[config.mk]
export PLATFORM = sky130hd
export DESIGN_NAME = alu_arbiter
export DESIGN_NICKNAME = d
export VERILOG_FILES = /design/src/rtl/alu_arbiter.sv
export SDC_FILE = /design/constraint.sdc
export NUM_CORES = 1
export LEC_CHECK = 0
export ABC_AREA = 1
export BUFFER_PORTS_ARGS = -buffer_cell sky130_fd_sc_hd__buf_2
export CAP_MARGIN = 0
export CORE_MARGIN = 3
export CORE_UTILIZATION = 40
export DETAILED_ROUTE_END_ITERATION = 10
export GPL_ROUTABILITY_DRIVEN = 0
export GPL_TIMING_DRIVEN = 0
export PLACE_DENSITY = 0.68
export SYNTH_ARGS = -nofsm -noshare
export SYNTH_HDL_FRONTEND = slang
export SYNTH_SLANG_ARGS = --single-unit
[constraint.sdc]
create_clock -name clk -period 6.5 [get_ports clk]
set_clock_uncertainty 0.05 [all_clocks]
set_input_delay 0.65 -clock clk [delete_from_list [all_inputs] [get_ports clk]]
set_output_delay 0.65 -clock clk [all_outputs]
set_load 0.01 [all_outputs]
[src/rtl/alu_arbiter.sv]
`default_nettype none
// ============================================================================
// Module   : alu_arbiter
// Brief    : Two-requester valid/ready front end sharing one external ALU,
//            round-robin (or fixed priority with ALU_ARB_FIXED_PRIO_EN).
// Revision : 1.0 - initial release
// ============================================================================
module alu_arbiter #(
    parameter int DATA_WIDTH = 16
) (
    input  logic                    clk,
    input  logic                    rst,
    input  logic [1:0]              req_valid,
    output logic [1:0]              req_ready,
    input  logic [2*DATA_WIDTH-1:0] req_a,
    input  logic [2*DATA_WIDTH-1:0] req_b,
    input  logic [2*DATA_WIDTH-1:0] req_op,
    output logic [1:0]              rsp_valid,
    input  logic [1:0]              rsp_ready,
    output logic [DATA_WIDTH-1:0]   rsp_dout,
    output logic [DATA_WIDTH-1:0]   rsp_flags,
    output logic [DATA_WIDTH-1:0]   alu_a_in,
    output logic [DATA_WIDTH-1:0]   alu_b_in,
    output logic [DATA_WIDTH-1:0]   alu_op,
    input  logic [DATA_WIDTH-1:0]   alu_dout,
    input  logic [DATA_WIDTH-1:0]   alu_flags,
    output logic                    busy
);

    typedef enum logic [1:0] {
        S_IDLE = 2'd0,
        S_EXEC = 2'd1,
        S_RESP = 2'd2
    } state_t;

    state_t                  r_state;
    state_t                  w_next_state;
    logic                    r_owner;
    logic [1:0]              w_grant_oh;
    logic                    w_grant_idx;
    logic                    w_accept;
    logic                    w_rsp_done;
    logic [DATA_WIDTH-1:0]   w_sel_a;
    logic [DATA_WIDTH-1:0]   w_sel_b;
    logic [DATA_WIDTH-1:0]   w_sel_op;
    logic [DATA_WIDTH-1:0]   r_alu_a;
    logic [DATA_WIDTH-1:0]   r_alu_b;
    logic [DATA_WIDTH-1:0]   r_alu_op;
    logic [DATA_WIDTH-1:0]   r_rsp_dout;
    logic [DATA_WIDTH-1:0]   r_rsp_flags;
`ifndef ALU_ARB_FIXED_PRIO_EN
    logic                    r_last_grant;
`endif

    always_comb begin
        w_grant_oh = 2'b00;
        case (req_valid)
            2'b01:   w_grant_oh = 2'b01;
            2'b10:   w_grant_oh = 2'b10;
`ifdef ALU_ARB_FIXED_PRIO_EN
            2'b11:   w_grant_oh = 2'b01;
`else
            // Contention goes to whichever requester was not served last
            2'b11:   w_grant_oh = r_last_grant ? 2'b01 : 2'b10;
`endif
            default: w_grant_oh = 2'b00;
        endcase
    end

    assign w_grant_idx = w_grant_oh[1];
    assign w_accept    = (r_state == S_IDLE) && (|req_valid);
    assign w_rsp_done  = (r_state == S_RESP) && rsp_ready[r_owner];

    assign w_sel_a  = w_grant_idx ? req_a[2*DATA_WIDTH-1:DATA_WIDTH]  : req_a[DATA_WIDTH-1:0];
    assign w_sel_b  = w_grant_idx ? req_b[2*DATA_WIDTH-1:DATA_WIDTH]  : req_b[DATA_WIDTH-1:0];
    assign w_sel_op = w_grant_idx ? req_op[2*DATA_WIDTH-1:DATA_WIDTH] : req_op[DATA_WIDTH-1:0];

    // Ready is forced low while reset is held so no handshake is advertised
    assign req_ready = ((r_state == S_IDLE) && !rst) ? w_grant_oh : 2'b00;
    assign rsp_valid = (r_state == S_RESP) ? (r_owner ? 2'b10 : 2'b01) : 2'b00;
    assign busy      = (r_state != S_IDLE);

    assign alu_a_in  = r_alu_a;
    assign alu_b_in  = r_alu_b;
    assign alu_op    = r_alu_op;
    assign rsp_dout  = r_rsp_dout;
    assign rsp_flags = r_rsp_flags;

    always_ff @(posedge clk or posedge rst) begin
        if (rst) begin
            r_state <= S_IDLE;
        end else begin
            r_state <= w_next_state;
        end
    end

    always_comb begin
        w_next_state = r_state;
        case (r_state)
            S_IDLE:  if (w_accept) w_next_state = S_EXEC;
            S_EXEC:  w_next_state = S_RESP;
            S_RESP:  if (w_rsp_done) w_next_state = S_IDLE;
            default: w_next_state = S_IDLE;
        endcase
    end

    always_ff @(posedge clk or posedge rst) begin
        if (rst) begin
            r_owner     <= 1'b0;
            r_alu_a     <= '0;
            r_alu_b     <= '0;
            r_alu_op    <= '0;
            r_rsp_dout  <= '0;
            r_rsp_flags <= '0;
        end else begin
            if (w_accept) begin
                r_owner  <= w_grant_idx;
                r_alu_a  <= w_sel_a;
                r_alu_b  <= w_sel_b;
                r_alu_op <= w_sel_op;
            end
            if (r_state == S_EXEC) begin
                r_rsp_dout  <= alu_dout;
                r_rsp_flags <= alu_flags;
            end
        end
    end

`ifndef ALU_ARB_FIXED_PRIO_EN
    always_ff @(posedge clk or posedge rst) begin
        if (rst) begin
            r_last_grant <= 1'b1;
        end else if (w_accept) begin
            r_last_grant <= w_grant_idx;
        end
    end
`endif

endmodule
`default_nettype wire

; Yosys cells after proc, flatten, opt, wreduce, memory -nomap -nowiden
; Index checks and enable logic that the tools add are counted.
[word_totals]
regBits = 84
input_bits = 134
output_inout_bits = 85
wordCells = 37
[classes]
magnitude_cmp = 1
n_eq_ne = 7
muxes = 13
n_reduce_logical = 8
[ops]
columns = op, count
row1 = $mux W16, 3
row2 = $mux W2, 6
row3 = $pmux W2 S3, 2
row4 = $eq A2 B2 Y1 const B, 3
row5 = $eq A2 B1 Y1 const B, 2
row6 = $ne A2 B2 Y1 const B, 2
row7 = $logic_and A1 B1 Y1, 3
row8 = $logic_not A2 Y1, 1
row9 = $lt A1 B2 Y1 const B, 1
row10 = $mux W1, 2
row11 = $reduce_and A2 Y1, 1
row12 = $reduce_bool A2 Y1, 1
row13 = $reduce_or A2 Y1, 1
row14 = $logic_not A1 Y1, 1

; Logic depth before layout (Yosys ltp)
; Gate-level depths: netlist of run 1.
[logic_depth]
word_depth = 5
ltp_mapped = 9
ltp_nobuf = 6

; Least setup slack after synthesis of run 1
; Ideal clock, no wire load.
[synth_path]
path_kind = input to output
start = in req_valid[0]
end = out req_ready[1]
t_arrival_ns = 1.319
required_time_ns = 5.800
slack_ns = 4.481
stages = 4
n_path_buf = 1
cell_sequence = nand3_1 buf_2 nand2_1 nor3b_1
[synth_between]
elab_chain_len = 3
word_cells_on_any_way = 5
[synth_rtl]
columns = item, line_no
row1 = "start, declared", 13  ; input logic [1:0] req_valid,
row2 = $eq A2 B2 Y1 or $eq A2 B1 Y1 (tied branches), 57  ; case (req_valid)
row3 = $pmux W2 S3 (*), 57
row4 = $mux W2 (*), 79  ; assign req_ready = ((r_state == S_IDLE) && !rst) ? w_grant_oh : 2'b00;
row5 = "end, declared", 14  ; output logic [1:0] req_ready,
; Every way passes the cells marked *; elsewhere a longest branch is shown, timed or not.

; Final worst setup path of run 1
[layout_path]
start = reg r_last_grant
end = out req_ready[1]
[layout_between]
elab_chain_len = 3
[layout_rtl]
columns = item, line_no
row1 = "start, declared", 52  ; logic r_last_grant;
row2 = "start signal, assigned", 134  ; r_last_grant <= w_grant_idx;
row3 = $mux W2, 64  ; 2'b11: w_grant_oh = r_last_grant ? 2'b01 : 2'b10;
row4 = $pmux W2 S3, 57
row5 = $mux W2, 79
; Every way passes these cells.

==> flow_summary.toml, run 1 <==
[outcome]
outcome = "finished, final reports clean"

[placement]
port_buffers = 218
dp_hpwl_um = 9300
place_ws_ns = 4.15

[power]
pwr-share-seq_pct = 38.4
p_int_w = 0.00135
p_sw_w = 0.00103
power_density_nw_per_um2 = 420
p_clk_share_pct = 14.3
ir_drop_v = 0.000161
p_comb_share_pct = 47.3
swShare_pct = 43.2
leakage_nw = 3.63

[routing]
routed_wl_um = 12000
avgViaCountPerCell = 4.70
drc = 0
wire_per_inst_um = 12.7
num_vias = 4451
drt_iter0_markers = 241
drt_first_pass_iters = 4
ant_nets = 0

[timing]
worst_slew_pin_slew_ns = 0.521
holdWs_ns = 0.300
rsz0062_at_grt = "no"
finalCritPeriodShare_pct = 37.5
finalHoldViolCount = 0
tns_ns = 0
max_slew_margin_pct = 65.3
finalSetupViolations = 0
drv_slew = 0
min_period_ns = 2.44
fmax_mhz = 410
setup_slack_ns = 4.06

[floorplan]
rows = 36
ioPinCount = 219
die_area_um2 = 11700
die_w_um = 108
core_um2 = 9950
initial_core_util_pct = 42.0
die_h_um = 108

[critical_path]
max_stage_delay_ns = 0.53
critPathLaunchType = "flip-flop"
crit_path_frequent_cell = "buf_2"
cp-end-kind = "output port"
critical_path_arrival_ns = 1.74
reg2reg_depth = 7
path_cells = "inv_1 > nand3_1 > buf_2 > nand2_1 > nor3b_1 > buf_2"
critPathMaxFanout = 10
critPathRequiredTime_ns = 5.80
critPathSlowestCell = "dfstp_2"
worst-setup-path-type = "reg2out"

[synthesis]
synth_cells = 580
synth_fp_nets = 714
synth_cell_types = 16
syn_avg_cell_area_um2 = 7.22
yosysSeqAreaShare_pct = 50.3
synth-seq-cells = 84
yosys_warnings = 0
syn_area_um2 = 4190

[clock_network]
clock_sinks = 84
htree_levels = 3
hold_buffers = 0
cts_buffers = 9
postCtsSetupBuffers = 0
cts_root_buffer = "clkbuf_8"
tritoncts = "yes"
ctsLongestPathBuffers = 2
ctsResizeCount = 0
clk_pin_slew_ns = 0.09
worstSkewPairLatency_ns = 0.35

[grt]
grt_antenna_before_repair = 0
grt_usage_pct = 20.8
grt.overflow.total = 0
grt_max_degree = 47
grt_pass1_vias = 4290
grt_pass1_wl_um = 19500

[cells_and_area]
nFillCells = 955
antenna_cells = 0
drive_gt1_share_pct = 31.8
nNetsFinal = 944
areaGrowthSynthToFinish_pct = 35.0

[flow_run]
drv_cap = 0

[min_path]
worstHoldPathType = "in2async"
[worst paths after layout]
path | startpoint | end | slack (ns)
worst min register to register | rsp_flags[12] | rsp_flags[12] | 0.42
worst max register to register | r_last_grant | alu_op[2] | 4.88
max in group asynchronous | rst | rsp_flags[13] | 5.50
worst min-delay path | rst | alu_a_in[9] | 0.30
min in group clk | rsp_flags[12] | rsp_flags[12] | 0.42
worst max-delay path | r_last_grant | req_ready[1] | 4.06
[flip-flops by register name (all words and copies together), names as in the netlist]
register / flops
alu_a_in: 16
alu_b_in: 16
alu_op: 16
r_last_grant: 1
r_owner: 1
r_state: 2
rsp_dout: 16
rsp_flags: 16
[stage by stage]
| stage | power [W] | instances | area (um^2) | util (%) |
|---|---|---|---|---|
| 5_1_grt | 0.00259 | 948 | 5650 | 56.7 |
| 4_1_cts | 0.00240 | 948 | 5650 | 56.7 |
| 6_report | 0.00237 | 948 | 5650 | 56.7 |
| 3_5_place_dp | 0.00206 | 932 | 5470 | 55.0 |
| 3_3_place_gp | 0.00202 | 931 | 5440 | 54.7 |
| 2_1_floorplan | 0.00158 | 580 | 4190 | - |
[cell type report]
cell class | count | area (um^2) | area share, %
Timing Repair Buffer | 219 | 1120 | 19.8
Clock buffer | 9 | 124 | 2.19
Inverter | 104 | 393 | 6.95
Buffer | 35 | 171 | 3.03
Multi-Input combinational cell | 357 | 1520 | 26.9
Sequential cell | 84 | 2100 | 37.2
Tap cell | 133 | 166 | 2.95
Clock inverter | 7 | 52.6 | 0.930
[placed cells by master, fill, tap and decap left out, drive strengths merged]
cell type  count
buf          238
nand2        218
nand3        130
inv          105
dfrtp         83
clkbuf        25
nor2           5
clkinvlp       4
o21ai          2
clkinv         2
nor3           1
nor3b          1
dfstp          1
[power groups by stage]
stage	combinational [W]	clock, W	sequential [W]
3_3_place_gp	0.00111	0	0.000909
3_5_place_dp	0.00114	0	0.000914
4_1_cts	0.00114	0.000350	0.000910
2_1_floorplan	0.000555	0	0.00103
5_1_grt	0.00128	0.000375	0.000939
6_report	0.00112	0.000339	0.000911
[synth_stat cells (all sizes together)]
| cell | n | area (um^2) |
|---|---|---|
| buf | 19 | 111 |
| clkbuf | 16 | 60.1 |
| dfrtp | 83 | 2080 |
| dfstp | 1 | 26.3 |
| inv | 104 | 390 |
| nand2 | 218 | 821 |
| nand3 | 130 | 651 |
| nor2 | 5 | 26.3 |
| nor3 | 1 | 5.00 |
| nor3b | 1 | 7.51 |
| o21ai | 2 | 10.0 |
[per-layer routing]
metal / vias up / global-route usage, % / wire length, um
met5: - / 0 / 0
met4: 0 / 6.40 / 130
met3: 10 / 5.01 / 1090
met2: 188 / 35.7 / 5760
met1: 2038 / 26.0 / 5050
li1: 2215 / - / -
[kinds of logic (layout without fill, tap and decap cells)]
group | count (synthesis) | count (layout) | synth area share, %
and+or+nand+nor | 355 | 355 | 36.1
buffers and inverters | 139 | 374 | 13.4
DFF | 84 | 84 | 50.3
AOI/OAI and AO/OA | 2 | 2 | 0.239
[critical path: cells and delay by family, from the launching register on]
kind,cells,cell delay [ns]
AND/OR/NAND/NOR,3,0.42
buffers and inverters,3,0.44
flip-flops,1,0.53
Note: power is estimated with default switching activity, not from simulation.
==> inputs of run 2 (changes only) <==
--- a/config.mk
+++ b/config.mk
@@ -13,7 +13,7 @@
 export DETAILED_ROUTE_END_ITERATION = 10
 export GPL_ROUTABILITY_DRIVEN = 0
 export GPL_TIMING_DRIVEN = 0
-export PLACE_DENSITY = 0.68
+export PLACE_DENSITY = 0.71
 export SYNTH_ARGS = -nofsm -noshare
 export SYNTH_HDL_FRONTEND = slang
 export SYNTH_SLANG_ARGS = --single-unit
==> constraint.sdc (replaced) <==
create_clock -name clk -period 2.2 [get_ports clk]
set_clock_uncertainty 0.05 [all_clocks]
set_input_delay 0.22 -clock clk [delete_from_list [all_inputs] [get_ports clk]]
set_output_delay 0.22 -clock clk [all_outputs]
set_load 0.01 [all_outputs]
==> run 2 against run 1 <==
  * Critical path depth stayed put
  * Routed wire length is 1.5% higher
  * Power grew to 3.0 times the previous value
  * Global-route usage is 0.054 points lower
  * Final cell count is 0.21% higher
  * Worst hold slack worse by 0.26 ns
  * Final area is 0.82% higher
  * Via count is 0.99% lower
  * Sequential share of layout area is 0.30 points lower
  * Combinational power grew to 3.0 times the previous value
==> flow_summary.toml, run 2 (same netlist as run 1, synthesis figures left out) <==
[outcome]
outcome = "finished, final reports clean"

[routing]
wl_met2_um = 5820
routed_wl_um = 12200
drc = 0
wl_met1_um = 5030
avgViaCountPerCell = 4.64
wire_per_inst_um = 12.8
ant_nets = 0
met3_length_um = 1200
num_vias = 4407
drt_first_pass_iters = 4
top_layer = "met4"
drt_iter0_markers = 272

[critical_path]
critical_path_arrival_ns = 1.74
critPathRequiredTime_ns = 1.93
critPathLaunchType = "flip-flop"
worst-setup-path-type = "reg2out"
critPathMaxFanout = 10
cp-end-kind = "output port"

[cells_and_area]
layout.cells.most_common = "buf_2"
antenna_cells = 0
drive_gt1_share_pct = 31.8
final_cell_area_um2 = 5700
final_cell_mix = "buf_2 (232), nand2_1 (217), nand3_1 (130)"
nNetsFinal = 946
finish.utilization_pct = 57.2
nFillCells = 973
areaGrowthSynthToFinish_pct = 36.1

[floorplan]
rows = 36
die_h_um = 108
die_area_um2 = 11700
ioPinCount = 219
die_w_um = 108
initial_core_util_pct = 42.0
core_um2 = 9950

[power]
leakage_nw = 3.65
finalPower_w = 0.00712
power_density_nw_per_um2 = 1250
ir_drop_v = 0.000553

[clock_network]
cts_root_buffer = "clkbuf_8"
tritoncts = "yes"
clock_sinks = 84
clk_pin_slew_ns = 0.09
cts_buffers = 9
worstSkewPairLatency_ns = 0.35
htree_levels = 3
ctsLongestPathBuffers = 2

[timing]
tns_ns = 0
fmax_mhz = 497
finalHoldViolCount = 0
worst_slew_pin_slew_ns = 0.451
finalSetupViolations = 0
finalCritPeriodShare_pct = 91.4
min_period_ns = 2.01
drv_slew = 0
rsz0062_at_grt = "no"
max_slew_margin_pct = 69.9
setup_slack_ns = 0.189

[placement]
place_area_um2 = 5490
dp_hpwl_um = 9640
place_ws_ns = 0.555
port_buffers = 218

[grt]
grt_pass1_wl_um = 19300
grt_pass1_vias = 4183
grt_max_degree = 44
grt_antenna_before_repair = 0
grt_usage_pct = 20.8
grt.overflow.total = 0

[flow_run]
drv_cap = 0

[min_path]
worstHoldPathType = "in2reg"
## run 2: cell types whose count changed in the layout (fill, tap and decap cells not counted), sizes merged
cell / change
clkinv: -1
buf: +1
dlygate4sd3: +1
bufinv: +1
## run 2: repair_timing
| item | in CTS | in global routing |
|---|---|---|
| resized for setup | 0 | 0 |
| endpoints found under the hold margin | 40 | 0 |
| setup buffers | 0 | 0 |
| hold buffers | 1 | 0 |
## run 2: critical path, stage by stage (launching register included)
cell	delay, ns
dfstp_2	0.53
inv_1	0.05
nand3_1	0.16
buf_2	0.25
nand2_1	0.11
nor3b_1	0.15
buf_2	0.14
## run 2: routing by layer
metal | vias to the layer above | track usage (%)
li1 | 2211 | -
met1 | 1991 | 25.4
met2 | 190 | 35.3
met3 | 15 | 6.03
met4 | 0 | 6.94
met5 | - | 0
## run 2: stage by stage
step / hold WS [ns] / std cells
2_1_floorplan: 0.315 / 580
3_3_place_gp: 0.397 / 931
3_5_place_dp: 0.133 / 933
4_1_cts: 0.0203 / 950
5_1_grt: 0.0319 / 950
6_report: 0.0354 / 950
## run 2: worst paths after layout
check / startpoint / to / slack (ns) / cells after the start
setup / recovery: r_last_grant / req_ready[1] / 0.19 / 6
hold / removal: alu_flags[12] / rsp_flags[12] / 0.04 / 3
setup reg to reg: r_last_grant / alu_op[1] / 0.57 / 7
hold reg to reg: rsp_dout[0] / rsp_dout[0] / 0.42 / 2
max in group asynchronous: rst / rsp_flags[10] / 1.10 / 5
min in group asynchronous: rst / rsp_flags[4] / 0.31 / 3
## run 2: area by class of cell
class                      instances  area, um^2  share of cell area, %
multi-input combinational        357        1520                   26.7
timing repair buffer             221        1140                   20.0
clock inverter                     7        75.1                   1.32
buffer                            35         171                   3.01
inverter                         104         394                   6.92
tap                              133         166                   2.92
sequential                        84        2100                   36.9
clock buffer                       9         124                   2.17
## run 2: power breakdown
part | internal (W) | total [W] | switching [W]
Combinational | 0.00127 | 0.00332 | 0.00206
Clock | 0.000530 | 0.00110 | 0.000572
Sequential | 0.00230 | 0.00270 | 0.000394
Total | 0.00410 | 0.00712 | 0.00302
==> inputs of run 3 (changes only) <==
--- a/config.mk
+++ b/config.mk
@@ -12,7 +12,6 @@
 export CORE_UTILIZATION = 40
 export DETAILED_ROUTE_END_ITERATION = 10
 export GPL_ROUTABILITY_DRIVEN = 0
-export GPL_TIMING_DRIVEN = 0
 export PLACE_DENSITY = 0.71
 export SYNTH_ARGS = -nofsm -noshare
 export SYNTH_HDL_FRONTEND = slang
==> constraint.sdc (replaced) <==
create_clock -name clk -period 1.8 [get_ports clk]
set_clock_uncertainty 0.05 [all_clocks]
set_input_delay 0.18 -clock clk [delete_from_list [all_inputs] [get_ports clk]]
set_output_delay 0.18 -clock clk [all_outputs]
set_load 0.01 [all_outputs]
==> run 3 against run 2 <==
  * Register-to-register slack worse by 0.28 ns
  * Final area shrank 0.33%
  * Die area is the same
  * Via count shrank 1.3%
  * Clock power rose by 6%
  * Final cell count is 1.8% lower
  * Core utilization shrank 0.19 points
  * Combinational power grew 19%
  * Critical endpoint is now rsp_valid[0]
==> flow_summary.toml, run 3 (same netlist as run 1, synthesis figures left out) <==
[critical_path]
critPathLaunchType = "flip-flop"
cp.depth = 6
critical_path.endpoint = "rsp_valid[0]"
worst-setup-path-type = "reg2out"
r2r-end = "alu_op[6]"
path_cells = "inv_2 > buf_4 > nor2_2 > inv_1 > nor2_1 > buf_2"
critical_path_arrival_ns = 1.43
reg2reg_depth = 6
r2r_start = "r_state[0]"
critical_path.top_delay_family = "buffers and inverters"
crit_start = "r_state[1]"
cp-end-kind = "output port"
critPathMaxFanout = 33
rrSetupSlack_ns = 0.29
critPathRequiredTime_ns = 1.57
max_stage_delay_ns = 0.38
critPathSlowestCell = "dfrtp_1"
crit_buf_inv = 4

[grt]
grt_usage_pct = 20.9
grt_max_degree = 53
grt_pass1_wl_um = 19400
grt_pass1_vias = 4099
grt.overflow.total = 0
grt_antenna_before_repair = 1

[power]
pwr-share-seq_pct = 39.4
finalPower_w = 0.00845
leakage_nw = 3.64
ir_drop_v = 0.000846
power_density_nw_per_um2 = 1490
p_clk_share_pct = 13.8
swShare_pct = 43.2
p_comb_share_pct = 46.8
p_int_w = 0.00480
p_sw_w = 0.00366

[flow_run]
drv_cap = 0

[cells_and_area]
layout.cells.most_common = "buf_2"
areaGrowthSynthToFinish_pct = 35.6
nNetsFinal = 929
finish.utilization_pct = 57.0
final_cell_area_um2 = 5680
drive_gt1_share_pct = 32.1
final_cell_mix = "buf_2 (218), nand2_1 (215), nand3_1 (129)"
antenna_cells = 0

[floorplan]
ioPinCount = 219
die_w_um = 108
initial_core_util_pct = 42.0
die_h_um = 108
rows = 36
core_um2 = 9950
die_area_um2 = 11700

[timing]
finalCritPeriodShare_pct = 92.4
finalHoldViolCount = 0
holdWs_ns = 0.0228
rsz0062_at_grt = "no"
min_period_ns = 1.66
worst_slew_pin_slew_ns = 0.795
drv_slew = 0
finalSetupViolations = 0
max_slew_margin_pct = 46.9
fmax_mhz = 601
tns_ns = 0

[clock_network]
tritoncts = "yes"
htree_levels = 3
cts_root_buffer = "clkbuf_8"
clk_pin_slew_ns = 0.08
clock_sinks = 84
worstSkewPairLatency_ns = 0.34
ctsLongestPathBuffers = 2
cts_buffers = 9
postCtsSetupBuffers = 0

[routing]
wire_per_inst_um = 13.3
drc = 0
drt_iter0_markers = 343
routed_wl_um = 12400
num_vias = 4351
ant_nets = 0
drt_first_pass_iters = 5
avgViaCountPerCell = 4.66

[min_path]
worstHoldPathType = "in2reg"

[placement]
dp_hpwl_um = 9120
port_buffers = 218
place_area_um2 = 5410

[outcome]
outcome = "finished, final reports clean"
[run 3: changes by cell type in the layout (fill, tap and decap cells not counted), moves of 3 or more]
| cell | change |
|---|---|
| buf_4 | +8 |
| buf_2 | -14 |
| clkbuf_1 | -16 |
| clkinv_2 | +3 |
| dlygate4sd3_1 | +8 |
[run 3: worst min-delay path by stage]
stage	from	to	slack [ns]	cells past startpoint
4_1_cts	alu_dout[2]	rsp_dout[2]	0.00003	3
2_1_floorplan	alu_dout[0]	rsp_dout[0]	0.27	2
3_3_place_gp	rst	alu_op[10]	0.17	2
5_1_grt	alu_dout[3]	rsp_dout[3]	0.002	3
6_report	alu_dout[11]	rsp_dout[11]	0.02	3
3_5_place_dp	rst	alu_op[10]	0.18	2
[run 3: power by group through the flow]
stage / clock (W) / combinational [W] / sequential [W]
floorplan: 0 / 0.00200 / 0.00370
global placement: 0 / 0.00388 / 0.00334
detailed placement: 0 / 0.00399 / 0.00334
CTS: 0.00121 / 0.00400 / 0.00333
global route: 0.00130 / 0.00447 / 0.00344
finish: 0.00117 / 0.00396 / 0.00333
[run 3: final cells by class]
class                           count  area, um^2
Clock inverter                      7        43.8
Inverter                          104         394
Multi-Input combinational cell    357        1530
Sequential cell                    84        2100
Clock buffer                        9         124
Tap cell                          133         166
Timing Repair Buffer              239        1310
Fill cell                         954        4280
[run 3: layer usage]
| metal | up-vias | part of all wire, % | GRT usage, % |
|---|---|---|---|
| met5 | - | 0.16 | 0 |
| met4 | 2 | 1.4 | 6.76 |
| met3 | 16 | 9.1 | 5.07 |
| met2 | 194 | 48 | 35.7 |
| met1 | 1966 | 41 | 26.1 |
| li1 | 2173 | - | - |
[run 3: timing repair]
item	in CTS	in global routing
hold endpoints to repair	18	1
hold buffers	8	1
gates resized for setup	0	2
endpoints found under the setup margin	0	2
[run 3: metrics by stage]
stage,setup WS [ns],instances
2_1_floorplan,0.444,580
3_3_place_gp,0.242,908
3_5_place_dp,0.230,908
4_1_cts,0.0607,932
5_1_grt,0.000963,933
6_report,0.137,933
[run 3: worst register-to-register path: stages (launching register included)]
cell     delay (ns)
dfrtp_1        0.38
inv_2          0.04
nand2_2        0.11
nor2_4         0.04
inv_2          0.58
nand2_1        0.14
nand2_1        0.11
